<file path="config.mk">
export PLATFORM = sky130hd
export DESIGN_NAME = pipo_access_arbiter
export DESIGN_NICKNAME = d
export VERILOG_FILES = /design/src/rtl/pipo_arb_pkg.sv /design/src/rtl/pipo_access_arbiter_rr_pick.sv /design/src/rtl/pipo_access_arbiter.sv
export SDC_FILE = /design/constraint.sdc
export NUM_CORES = 1
export LEC_CHECK = 0
export ABC_CLOCK_PERIOD_IN_PS = 6400
export CELL_PAD_IN_SITES_DETAIL_PLACEMENT = 2
export CELL_PAD_IN_SITES_GLOBAL_PLACEMENT = 2
export CORE_MARGIN = 10
export CORE_UTILIZATION = 31
export CTS_BUF_LIST = sky130_fd_sc_hd__clkbuf_8
export DETAILED_ROUTE_END_ITERATION = 10
export PLACE_DENSITY_LB_ADDON = 0.3
export SLEW_MARGIN = 20
export SYNTH_ARGS = -nofsm -noshare
export SYNTH_HDL_FRONTEND = slang
export SYNTH_SLANG_ARGS = --single-unit
</file>
<file path="constraint.sdc">
create_clock -name clk -period 6.4 [get_ports clk]
set_input_delay 1.28 -clock clk [delete_from_list [all_inputs] [get_ports clk]]
set_output_delay 1.28 -clock clk [all_outputs]
set_load 0.02 [all_outputs]
</file>
<file path="src/rtl/pipo_arb_pkg.sv">
// Shared definitions for the PIPO access arbiter: FSM state encoding and
// default sizing parameters.
package pipo_arb_pkg;

   localparam int unsigned WIDTH_DEF = 8;
   localparam int unsigned NREQ_DEF  = 4;

   typedef enum logic [1:0] {
      ST_IDLE    = 2'd0,
      ST_LOAD    = 2'd1,
      ST_SETTLE  = 2'd2,
      ST_CAPTURE = 2'd3
   } state_t;

endpackage

</file>
<file path="src/rtl/pipo_access_arbiter_rr_pick.sv">
// rr_pick: combinational round-robin selector.
// Ports: req   - request vector
//        ptr   - index of the highest-priority requester this round
//        found - at least one request is present
//        sel   - one-hot winner
//        idx   - winner index
module rr_pick
   import pipo_arb_pkg::*;
#(
   parameter int unsigned NREQ = NREQ_DEF,
   parameter int unsigned IW   = $clog2(NREQ)
) (
   input  logic [NREQ-1:0] req,
   input  logic [IW-1:0]   ptr,
   output logic            found,
   output logic [NREQ-1:0] sel,
   output logic [IW-1:0]   idx
);

   // Walk ptr, ptr+1, ... wrapping at NREQ; first asserted request wins.
   always_comb begin
      logic [31:0] cand;
      found = 1'b0;
      sel   = '0;
      idx   = '0;
      cand  = '0;
      for (int unsigned k = 0; k < NREQ; k++) begin
         cand = (32'(ptr) + k) % NREQ;
         if (!found && req[IW'(cand)]) begin
            found           = 1'b1;
            sel[IW'(cand)]  = 1'b1;
            idx             = IW'(cand);
         end
      end
   end

endmodule

</file>
<file path="src/rtl/pipo_access_arbiter.sv">
// pipo_access_arbiter: round-robin access controller for the shared PIPO
// holding register. Sequences each write as LOAD -> SETTLE -> CAPTURE and
// returns the captured value with a one-cycle acknowledge.
// Ports: clk, rst        - clock, synchronous active-high reset
//        req, req_data   - per-requester request and write data
//        gnt, ack        - one-hot grant (LOAD..CAPTURE), completion pulse
//        rd_data, err    - captured value, capture/write mismatch pulse
//        busy            - FSM not idle (decoded)
//        reg_in, reg_load, reg_out - holding register pins
module pipo_access_arbiter
   import pipo_arb_pkg::*;
#(
   parameter int unsigned WIDTH = WIDTH_DEF,
   parameter int unsigned NREQ  = NREQ_DEF
) (
   input  logic                  clk,
   input  logic                  rst,
   input  logic [NREQ-1:0]       req,
   input  logic [NREQ*WIDTH-1:0] req_data,
   output logic [NREQ-1:0]       gnt,
   output logic [NREQ-1:0]       ack,
   output logic [WIDTH-1:0]      rd_data,
   output logic                  err,
   output logic                  busy,
   output logic [WIDTH-1:0]      reg_in,
   output logic                  reg_load,
   input  logic [WIDTH-1:0]      reg_out
);

   localparam int unsigned IW = $clog2(NREQ);

   state_t             state, state_d;
   logic [IW-1:0]      ptr, ptr_d;
   logic [IW-1:0]      win, win_d;
   logic [WIDTH-1:0]   wdata, wdata_d;
   logic [NREQ-1:0]    gnt_d, ack_d;
   logic [WIDTH-1:0]   rd_data_d, reg_in_d;
   logic               err_d, reg_load_d;

   logic               pick_found;
   logic [NREQ-1:0]    pick_sel;
   logic [IW-1:0]      pick_idx;

   rr_pick #(.NREQ(NREQ), .IW(IW)) u_rr_pick (
      .req   (req),
      .ptr   (ptr),
      .found (pick_found),
      .sel   (pick_sel),
      .idx   (pick_idx)
   );

   assign busy = (state != ST_IDLE);

   // Next state and next values of all registered outputs.
   always_comb begin
      state_d    = state;
      ptr_d      = ptr;
      win_d      = win;
      wdata_d    = wdata;
      gnt_d      = gnt;
      ack_d      = '0;
      err_d      = 1'b0;
      rd_data_d  = rd_data;
      reg_in_d   = reg_in;
      reg_load_d = 1'b0;
      case (state)
         ST_IDLE: begin
            if (pick_found) begin
               // reg_in/reg_load are registered, so they are set up here to
               // be valid during the LOAD cycle.
               wdata_d    = req_data[pick_idx*WIDTH +: WIDTH];
               reg_in_d   = req_data[pick_idx*WIDTH +: WIDTH];
               reg_load_d = 1'b1;
               win_d      = pick_idx;
               gnt_d      = pick_sel;
               state_d    = ST_LOAD;
            end
         end
         ST_LOAD: begin
            reg_in_d = wdata;
            state_d  = ST_SETTLE;
         end
         ST_SETTLE: begin
            reg_in_d = wdata;
            state_d  = ST_CAPTURE;
         end
         ST_CAPTURE: begin
            rd_data_d = reg_out;
            err_d     = (reg_out != wdata);
            ack_d     = NREQ'(1) << win;
            gnt_d     = '0;
            ptr_d     = (32'(win) == NREQ - 1) ? '0 : win + IW'(1);
            state_d   = ST_IDLE;
         end
         default: state_d = ST_IDLE;
      endcase
   end

   // State and output registers.
   always_ff @(posedge clk) begin
      if (rst) begin
         state    <= ST_IDLE;
         ptr      <= '0;
         win      <= '0;
         wdata    <= '0;
         gnt      <= '0;
         ack      <= '0;
         err      <= 1'b0;
         rd_data  <= '0;
         reg_in   <= '0;
         reg_load <= 1'b0;
      end else begin
         state    <= state_d;
         ptr      <= ptr_d;
         win      <= win_d;
         wdata    <= wdata_d;
         gnt      <= gnt_d;
         ack      <= ack_d;
         err      <= err_d;
         rd_data  <= rd_data_d;
         reg_in   <= reg_in_d;
         reg_load <= reg_load_d;
      end
   end

endmodule

</file>
After elaboration in Yosys (flattened, before gate mapping) --
Index checks and enable logic that the tools add are counted.
Storage, ports and cells: flip-flop bits (word level) 40
Cells by class: add/subtract/negate cells 4, $lt $le $gt $ge 8, eq/ne operators 6, shifts and indexed selects 2, muxes and demuxes 36, bitwise gates (word level) 5, reductions and logical operators 20
Operator list (number):
- 32-bit by 6-bit variable part select with 8-bit output | 1
- 4-bit 2-to-1 mux | 5
- 8-bit one-hot mux with 2 select lines | 1
- 1-bit 2-to-1 mux | 13
- 2-bit by 3-bit < comparator with 1-bit output, second input constant | 4
- 2-bit 2-to-1 mux | 6
- 4-bit OR | 3
- 1-bit binary-select mux with 2-bit select | 4
- 1-bit demux with 2-bit select | 4
- 2-bit by 1-bit greater-or-equal comparator with 1-bit output, second input constant | 4
- 8-bit 2-to-1 mux | 1
- 8-bit inequality test | 1
- 2-bit one-hot mux with 4 select lines | 1
- 4-bit one-hot mux with 2 select lines | 1
- 1-bit logical AND | 7
- 2-bit equality test, second input constant | 3
- 2-bit AND reduction | 3
- 2-bit nonzero test | 3
- 2-bit OR reduction | 3
- 2-bit by 1-bit adder with 2-bit output, second input constant | 2
- 2-bit adder, second input constant | 2
- 1-bit by 2-bit left shift with 4-bit output, first input constant | 1
- 1-bit logical NOT | 3
- 2-bit by 1-bit equality test with 1-bit output, second input constant | 1
- other kinds (3) | 4

Longest topological paths before layout --
Gate-level depths: netlist of the first run.
depth in word-level cells 15, depth in mapped cells 10, gate-level depth less buffers 8

Hierarchy --
Synthesis of the first run repeated with hierarchy kept, for this count alone.
Unflattened totals: cells, all modules 246, area, all modules 2379.8 µm²
By module, submodules not included:
- pipo_access_arbiter | times used 1, cells an instance 201, area each 1960.6 µm², sequential area each 800.8 µm²
- rr_pick | times used 1, cells an instance 45, area each 419.2 µm², sequential area each 0.0 µm²

Worst setup path before layout of the first run --
Ideal clock, no wire load.
path type input -> register, start point input req[2], end point register reg_in[6], setup time 0.116 ns, data arrival time 3.133 ns, slack 3.151 ns, stages on the path 8, path buffers 2, cells stage by stage buf_2 mux4_2 o21ba_2 nor3_4 nor2_4 buf_6 mux2_4 o211a_1
On the way: word-level cells in the longest chain between the ends 15
Ends and longest elaborated chain:
- from (decl) | line pipo_access_arbiter.sv:18 | input logic [NREQ-1:0] req,
- 1-bit binary-select mux with 2-bit select | line pipo_access_arbiter_rr_pick.sv:29 | if (!found && req[IW'(cand)]) begin
- 1-bit 2-to-1 mux (implied by the code) | line pipo_access_arbiter_rr_pick.sv:29
- 1-bit 2-to-1 mux | line pipo_access_arbiter_rr_pick.sv:29
- 1-bit logical NOT | line pipo_access_arbiter_rr_pick.sv:29
- 1-bit logical AND | line pipo_access_arbiter_rr_pick.sv:29
- 1-bit 2-to-1 mux | line pipo_access_arbiter_rr_pick.sv:29
- 1-bit logical NOT | line pipo_access_arbiter_rr_pick.sv:29
- 1-bit logical AND | line pipo_access_arbiter_rr_pick.sv:29
- 1-bit 2-to-1 mux | line pipo_access_arbiter_rr_pick.sv:29
- 1-bit logical NOT | line pipo_access_arbiter_rr_pick.sv:29
- 1-bit logical AND | line pipo_access_arbiter_rr_pick.sv:29
- 2-bit 2-to-1 mux | line pipo_access_arbiter_rr_pick.sv:29
- 32-bit by 6-bit variable part select with 8-bit output | line pipo_access_arbiter.sv:72 | reg_in_d = req_data[pick_idx*WIDTH +: WIDTH];
- 8-bit 2-to-1 mux | line pipo_access_arbiter.sv:68 | if (pick_found) begin
- 8-bit one-hot mux with 2 select lines | line pipo_access_arbiter.sv:66 | case (state)
- to (signal assigned) | line pipo_access_arbiter.sv:121 | reg_in <= reg_in_d;
- to (decl) | line pipo_access_arbiter.sv:25 | output logic [WIDTH-1:0] reg_in,
Parallel ways exist; a longest one is shown, timed or not. The select of a mux whose other input is x is not followed. A chain may end at the register's enable or synchronous reset.

Worst setup path after layout of the first run --
start point register ptr[0], end point register reg_in[5]
On the way: word-level cells in the longest chain between the ends 15
Ends and longest elaborated chain:
- from (decl) | line pipo_access_arbiter.sv:33 | logic [IW-1:0] ptr, ptr_d;
- from (signal assigned) | line pipo_access_arbiter.sv:114 | ptr <= ptr_d;
- parallel branches: the longest is 15 deep, another holds 2-bit by 1-bit adder with 2-bit output
Parallel ways; which one is timed is not known. The select of a mux whose other input is x is not followed.

==> qor.yml, run 1 <==
run_status:
  status: "finished, final reports clean"
synth:
  syn_inst: 277
  yosysTopAreaCell: "dfxtp_1"
  synth-seq-cells: 40
  async_reset_ff_frac: 0
  netlist_top_cells_area: "dfxtp_1 32%, mux2i_1 6.8%, ha_1 6.5%, nor2_1 4.8%, a221oi_1 3.8%"
  synth_nets: 336
  synth_edf_count: 0
  ys_seq_area_frac: 0.319
  synthFlopType: "dfxtp_1"
  synth_cell_types: 53
  synth_warnings: 0
  avgSynthCellArea_um2: 9.07
  synth_top_area_frac: 0.319
  syn_area_um2: 2510
sta:
  tightest_slew_ps: 800
  setup_ws_ps: 2540
  setup_viol: 0
  post-route-min-period_ps: 3860
  maxSlewViolCount: 0
  rsz0062_at_grt: "false"
  final.setup.tns_ps: 0
  holdWs_ps: 488
  finalCritPeriodShare: 0.603
  slew_headroom: 0.464
  max_freq_ghz: 0.259
  skew_ps: 7.95
  hold_viol_final: 0
clocking:
  cts_sinks: 40
  htree_levels: 2
  cts.path.max_buffers: 2
  path_clk_slew_ps: 80
  holdBufCountCts: 0
  post-cts-setup-buffers: 0
  cts_buffers: 5
  cts_resized: 0
  clk_latency_ps: 300
  cts_root_buf: "clkbuf_8"
  cts_tree: "done"
finish:
  syn_to_final_growth_pct: 34.7
  n_fill_cell: 875
  final_cell_mix: "72 x clkdlybuf4s50_1, 40 x dfxtp_1, 32 x nor2_1"
  nNetsFinal: 400
  layout-drive-gt1-share: 0.0760
  final_common_cell: "clkdlybuf4s50_1"
  antennaDiodeCount: 0
  stdcell_count: 444
  design_area_um2: 3390
power_and_ir_drop:
  power_density_nw_per_um2: 342
  p_leak_uw: 0.00130
  ir_drop_mv: 0.104
route:
  wire_per_inst_um: 20.1
  drt-total-wl_um: 8920
  final_antenna_net_count: 0
  wl_met1_um: 4110
  routed.top_layer: "met4"
  via_count: 2451
  drt-initial-drc-count: 109
  met2_length_um: 4260
  wl_met3_um: 425
  firstDrtPassIters: 4
  via_per_inst: 5.52
  drc: 0
critical_path:
  required_ps: 6600
  cp_max_fo: 18
  path_delay_family: "multiplexers"
  max_stage_delay_ps: 830
  crit_buf_inv: 1
  endpoint_kind: "flop"
  critPathKind: "flop to flop"
  cp-start-kind: "flop"
  cp.arrival_ps: 4060
  path_cells: "inv_1 > ha_1 > mux4_2 > o21ba_2 > nor3_4 > nor2_4 > mux2_2 > o211a_1"
  slowest_stage: "dfxtp_1"
placement:
  dpl-instance-area_um2: 3290
  numPortBuffers: 72
  dp.cells: 436
  gp_congestion: 0.787
  post-place-ws_ps: 2060
  dp_hpwl_um: 7180
floorplan:
  die_h_um: 110
  io-pin-count: 73
  dieArea_um2: 12100
  num_rows: 32
  core_area_um2: 7810
  die_x_um: 110
  start_util: 0.322
global_route:
  grt.total_usage: 0.147
  grt_start_max_net_pins: 39
  grt_pass1_wl_um: 14200
  overflow: 0
  antenna_found_initial: 0
  grt_pass1_vias: 2633
worst_hold_path:
  hp-class: "flop to flop"
run:
  max_cap_violations: 0
## metrics by stage
stage	util	power (uW)
after detailed placement	0.421	987
final	0.434	1160
after floorplan	-	752
after global routing	0.434	1240
after global placement	0.421	964
after CTS	0.433	1170
## final timing paths
kind | start | endpoint | depth (start not counted) | slack, ps
worst max-delay path | ptr[0] | reg_in[5] | 8 | 2540
worst min-delay path | gnt[0] | gnt[0] | 1 | 490
worst max register to register | ptr[0] | reg_in[5] | 8 | 2540
worst min register to register | gnt[0] | gnt[0] | 1 | 490
## per-layer routing
metal	vias up	global-route usage
met2	59	0.246
met3	8	0.0226
li1	1173	-
met1	1211	0.189
met5	-	0
met4	0	0.0474
## cell type report
cell class                 count  area, um2  share of cell area
inverter                       7       26.3             0.00776
tap                          102        128              0.0377
timing repair buffer          73        728               0.215
clock inverter                 2       10.0             0.00296
multi-input combinational    214       1610               0.476
clock buffer                   6       82.6              0.0244
sequential                    40        801               0.237
## state kept, by name, indices dropped and copies added (netlist names)
| name | cells |
|---|---|
| reg_in | 8 |
| err | 1 |
| ack | 4 |
| wdata | 8 |
| rd_data | 8 |
| state | 2 |
| gnt | 4 |
| reg_load | 1 |
| win | 2 |
| ptr | 2 |
## cell usage after synthesis, types with 7 or more instances
master,number
dfxtp_1,40
nor2_1,32
mux2i_1,17
nand3_1,14
ha_1,13
a221oi_1,11
and2_1,10
o21ai_0,10
a21oi_1,9
nand2_1,8
xor2_1,8
inv_1,7
## cell families (layout without fill, tap and decap cells)
logic type | Yosys count | count (layout) | synth area share
AND/OR/NAND/NOR | 88 | 88 | 0.186
adder cells (fa/ha/maj) | 13 | 13 | 0.0647
XOR/XNOR | 8 | 8 | 0.0279
flip-flops | 40 | 40 | 0.319
AO/OA/AOI/OAI | 79 | 79 | 0.237
buffers and inverters | 23 | 88 | 0.0423
multiplexers | 26 | 26 | 0.123
## power by group
| part | switching, uW | leakage [uW] | internal [uW] | total (uW) |
|---|---|---|---|---|
| logic | 332 | 0.000924 | 261 | 594 |
| clock network | 92.4 | 0.0000510 | 86.1 | 179 |
| registers | 67.7 | 0.000328 | 317 | 384 |
| total | 492 | 0.00130 | 664 | 1160 |
(Power assumes the default switching activity.)
==> inputs of run 2 (changes only) <==
Settings changed: ABC_CLOCK_PERIOD_IN_PS 6400 to 3850, CORE_UTILIZATION 31 to 29.
Clock period 6.4 ns to 3.85 ns, I/O delays scaled along.
==> run 2 against run 1 <==
Die area increased by 5.6%. Non-clock buffer count rose by 8. Clock power up 92%. Clock-buffer cell count is 1 lower. Routed wire length rose by 2.2%. Cell count grew 2.5%. Critical path type is now input pin to flop. Largest cell class unchanged.
==> qor.yml, run 2 (synthesis gave the netlist of run 1 again) <==
clocking:
  cts_buffers: 5
  clk_latency_ps: 290
  cts.path.max_buffers: 2
  holdBufCountCts: 0
  cts_root_buf: "clkbuf_8"
  cts_sinks: 40
  path_clk_slew_ps: 80
  cts_tree: "done"
  htree_levels: 2
  cts_resized: 0
  post-cts-setup-buffers: 0
run:
  max_cap_violations: 0
global_route:
  grt_start_max_net_pins: 21
  grt_pass1_wl_um: 14900
  antenna_found_initial: 0
  overflow: 0
  grt.total_usage: 0.140
  grt_pass1_vias: 2716
floorplan:
  io-pin-count: 73
  die_x_um: 113
  start_util: 0.301
  die_h_um: 113
  num_rows: 33
  dieArea_um2: 12800
  core_area_um2: 8340
placement:
  dp_hpwl_um: 7230
  numPortBuffers: 72
  gp_congestion: 0.828
  dpl-instance-area_um2: 3350
  post-place-ws_ps: 311
sta:
  max_freq_ghz: 0.308
  skew_ps: 3.42
  hold_viol_final: 0
  setup_viol: 0
  rsz0062_at_grt: "false"
  post-route-min-period_ps: 3250
  maxSlewViolCount: 0
  setup_ws_ps: 604
  finalCritPeriodShare: 0.843
  final.setup.tns_ps: 0
  tightest_slew_ps: 769
  slew_headroom: 0.487
power_and_ir_drop:
  p_leak_uw: 0.00135
  ir_drop_mv: 0.156
  power_density_nw_per_um2: 575
finish:
  antennaDiodeCount: 0
  fin_util: 0.415
  syn_to_final_growth_pct: 37.7
  final_common_cell: "clkdlybuf4s50_1"
  nNetsFinal: 408
  final_cell_mix: "72 x clkdlybuf4s50_1, 40 x dfxtp_1, 32 x nor2_1"
  design_area_um2: 3460
  largestRegisters: "rd_data: 8 flops, reg_in: 8 flops, wdata: 8 flops"
  n_fill_cell: 926
  layout-drive-gt1-share: 0.0914
run_status:
  status: "finished, final reports clean"
critical_path:
  max_stage_delay_ps: 690
  cp-start-kind: "input pin"
  required_ps: 4040
  cp_num_cells: 6
  path_delay_family: "multiplexers"
  rr_worst_depth: 8
  cp_max_fo: 15
  crit_buf_inv: 1
  cp.arrival_ps: 3430
  slowest_stage: "mux4_2"
  critPathKind: "input pin to flop"
  path_cells: "clkdlybuf4s50_1 > mux4_2 > o21a_2 > nor2_4 > mux2_2 > o211a_1"
  endpoint_kind: "flop"
route:
  via_count: 2474
  drt-total-wl_um: 9120
  final_antenna_net_count: 0
  drt-initial-drc-count: 95
  firstDrtPassIters: 4
  via_per_inst: 5.44
  wire_per_inst_um: 20.0
  drc: 0
worst_hold_path:
  hp-class: "flop to flop"
  min_path_cells: 1
## run 2: report_power, final
part	internal (uW)	switching, uW
registers	527	99.4
logic	456	564
clock network	190	153
## run 2: stage by stage
stage,instances,hold slack (ps),power (uW)
2_1_floorplan,277,471,1250
3_3_place_gp,447,469,1620
3_5_place_dp,447,470,1660
4_1_cts,455,494,2010
5_1_grt,455,509,2140
6_report,455,488,1990
## run 2: cell type report
| type | instances | area, um2 | share of cell area |
|---|---|---|---|
| Tap cell | 105 | 131 | 0.0380 |
| Sequential cell | 40 | 801 | 0.231 |
| Inverter | 7 | 26.3 | 0.00759 |
| Clock buffer | 5 | 68.8 | 0.0199 |
| Timing Repair Buffer | 81 | 788 | 0.228 |
| Multi-Input combinational cell | 214 | 1610 | 0.464 |
| Clock inverter | 3 | 38.8 | 0.0112 |
## run 2: per-layer routing
metal / vias to the layer above / GRT usage / routed length (um)
met2: 62 / 0.238 / 4480
li1: 1180 / - / -
met3: 8 / 0.0227 / 398
met5: - / 0 / 0
met4: 0 / 0.0381 / 104
met1: 1224 / 0.179 / 4130
## run 2: path summary, 6_finish.rpt
kind / startpoint / endpoint / slack [ps]
worst max-delay path: req[0] / reg_in[3] / 600
worst min-delay path: gnt[2] / gnt[2] / 490
worst max register to register: ptr[1] / reg_in[3] / 640
worst min register to register: gnt[2] / gnt[2] / 490
==> inputs of run 3 (changes only) <==
Settings changed: ABC_CLOCK_PERIOD_IN_PS 3850 to 3200.
Clock period 3.85 ns to 3.2 ns, I/O delays scaled along.
==> run 3 against run 2 <==
Critical path depth grew 2. Cell count is 3.7% higher. Sequential power is 20% higher. Via count is 3.4% higher. Global-route usage rose by 1.2 points. Hold slack gained 9.2 ps. Register-to-register slack got worse by 290 ps. Sequential share of layout area shrank 0.87 points. Routed wire length is 7.4% higher.
==> qor.yml, run 3 (synthesis gave the netlist of run 1 again) <==
finish:
  largestRegisters: "rd_data: 8 flops, reg_in: 8 flops, wdata: 8 flops"
  design_area_um2: 3600
  n_fill_cell: 904
  final_cell_mix: "72 x clkdlybuf4s50_1, 40 x dfxtp_1, 32 x nor2_1"
  final_common_cell: "clkdlybuf4s50_1"
  fin_util: 0.431
  syn_to_final_growth_pct: 43.1
  antennaDiodeCount: 0
  nNetsFinal: 425
  layout-drive-gt1-share: 0.139
clocking:
  cts_buffers: 5
  cts_sinks: 40
  cts.path.max_buffers: 2
  path_clk_slew_ps: 90
  holdBufCountCts: 0
  cts_tree: "done"
  htree_levels: 2
  cts_root_buf: "clkbuf_8"
  clk_latency_ps: 300
power_and_ir_drop:
  swShare: 0.414
  pwr-share-seq: 0.302
  combPwrFrac: 0.526
  ir_drop_mv: 0.219
  power_density_nw_per_um2: 691
  intPower_uw: 1460
  clockPowerShare: 0.171
  finalPower_uw: 2490
  p_leak_uw: 0.00143
  p_switching_uw: 1030
critical_path:
  endpoint_kind: "flop"
  critPathKind: "input pin to flop"
  r2r_slack_ps: 350
  r2r_start: "ptr[1]"
  cp_max_fo: 10
  r2r-end: "wdata[2]"
  required_ps: 3380
  cp-start-kind: "input pin"
  cp.arrival_ps: 3140
  rr_worst_depth: 9
sta:
  post-route-min-period_ps: 2960
  max_freq_ghz: 0.338
  maxSlewViolCount: 0
  final.setup.tns_ps: 0
  tightest_slew_ps: 756
  slew_headroom: 0.496
  finalCritPeriodShare: 0.925
  rsz0062_at_grt: "false"
  setup_viol: 0
  hold_viol_final: 0
  skew_ps: 7.09
  setup_ws_ps: 241
floorplan:
  num_rows: 33
  core_area_um2: 8340
  die_x_um: 113
  start_util: 0.301
  io-pin-count: 73
  dieArea_um2: 12800
  die_h_um: 113
placement:
  numPortBuffers: 72
  dpl-instance-area_um2: 3480
  post-place-ws_ps: -61.5
  gp_congestion: 0.797
  dp_hpwl_um: 7930
run_status:
  status: "finished, final reports clean"
route:
  wire_per_inst_um: 20.7
  firstDrtPassIters: 4
  drt-initial-drc-count: 95
  final_antenna_net_count: 0
  via_per_inst: 5.42
  via_count: 2557
  drc: 0
  drt-total-wl_um: 9790
worst_hold_path:
  hp-class: "flop to flop"
  hp-start: "gnt[2]"
  min_path_cells: 1
  min_delay_worst_endpoint: "gnt[2]"
run:
  max_cap_violations: 0
global_route:
  grt_start_max_net_pins: 19
  grt_pass1_vias: 2888
  grt_pass1_wl_um: 16000
  antenna_found_initial: 0
  overflow: 0
  grt.total_usage: 0.152
-- run 3: cell count changes in the layout (fill, tap and decap cells not counted), sizes merged --
cell / change
buf: +17
clkinvlp: +1
inv: -1
-- run 3: stage by stage --
stage | instances | hold slack, ps
floorplan | 277 | 471
global placement | 464 | 466
detailed placement | 464 | 478
CTS | 472 | 502
global route | 472 | 514
finish | 472 | 498
-- run 3: repair_timing --
| action | CTS | global route |
|---|---|---|
| resized for setup | 0 | 1 |
| endpoints found under the setup margin | 0 | 3 |
| setup buffers | 0 | 0 |
-- run 3: layout make-up --
class | count | area, um2 | area share
Sequential cell | 40 | 801 | 0.223
Timing Repair Buffer | 98 | 916 | 0.255
Clock buffer | 5 | 68.8 | 0.0191
Clock inverter | 3 | 42.5 | 0.0118
Inverter | 7 | 26.3 | 0.00731
Multi-Input combinational cell | 214 | 1610 | 0.448
Tap cell | 105 | 131 | 0.0365
-- run 3: how the worst max path moves through the flow --
stage,slack [ps],to,start,depth (start not counted)
finish,240,wdata[2],req[1],8
CTS,260,wdata[3],req[1],7
detailed placement,-60,wdata[2],req[1],7
floorplan,410,reg_in[6],ptr[0],10
global route,50,wdata[2],req[1],8
global placement,90,reg_in[3],req[3],7
-- run 3: layer usage --
metal	GRT usage	part of all wire
met5	0	0
met4	0.0482	0.018
met3	0.0285	0.044
met2	0.265	0.50
met1	0.183	0.44
-- run 3: worst max-delay path: stages --
cell,delay [ps]
clkdlybuf4s50_1,570
mux4_2,550
nor2b_4,170
o21a_2,230
nor2_4,300
buf_4,210
mux2i_1,110
a221oi_1,380
-- run 3: power groups by stage --
stage	Combinational [uW]	Sequential [uW]	Clock [uW]
2_1_floorplan	679	825	0
3_3_place_gp	1250	752	0
3_5_place_dp	1310	763	0
4_1_cts	1320	752	441
5_1_grt	1430	773	457
6_report	1310	751	426
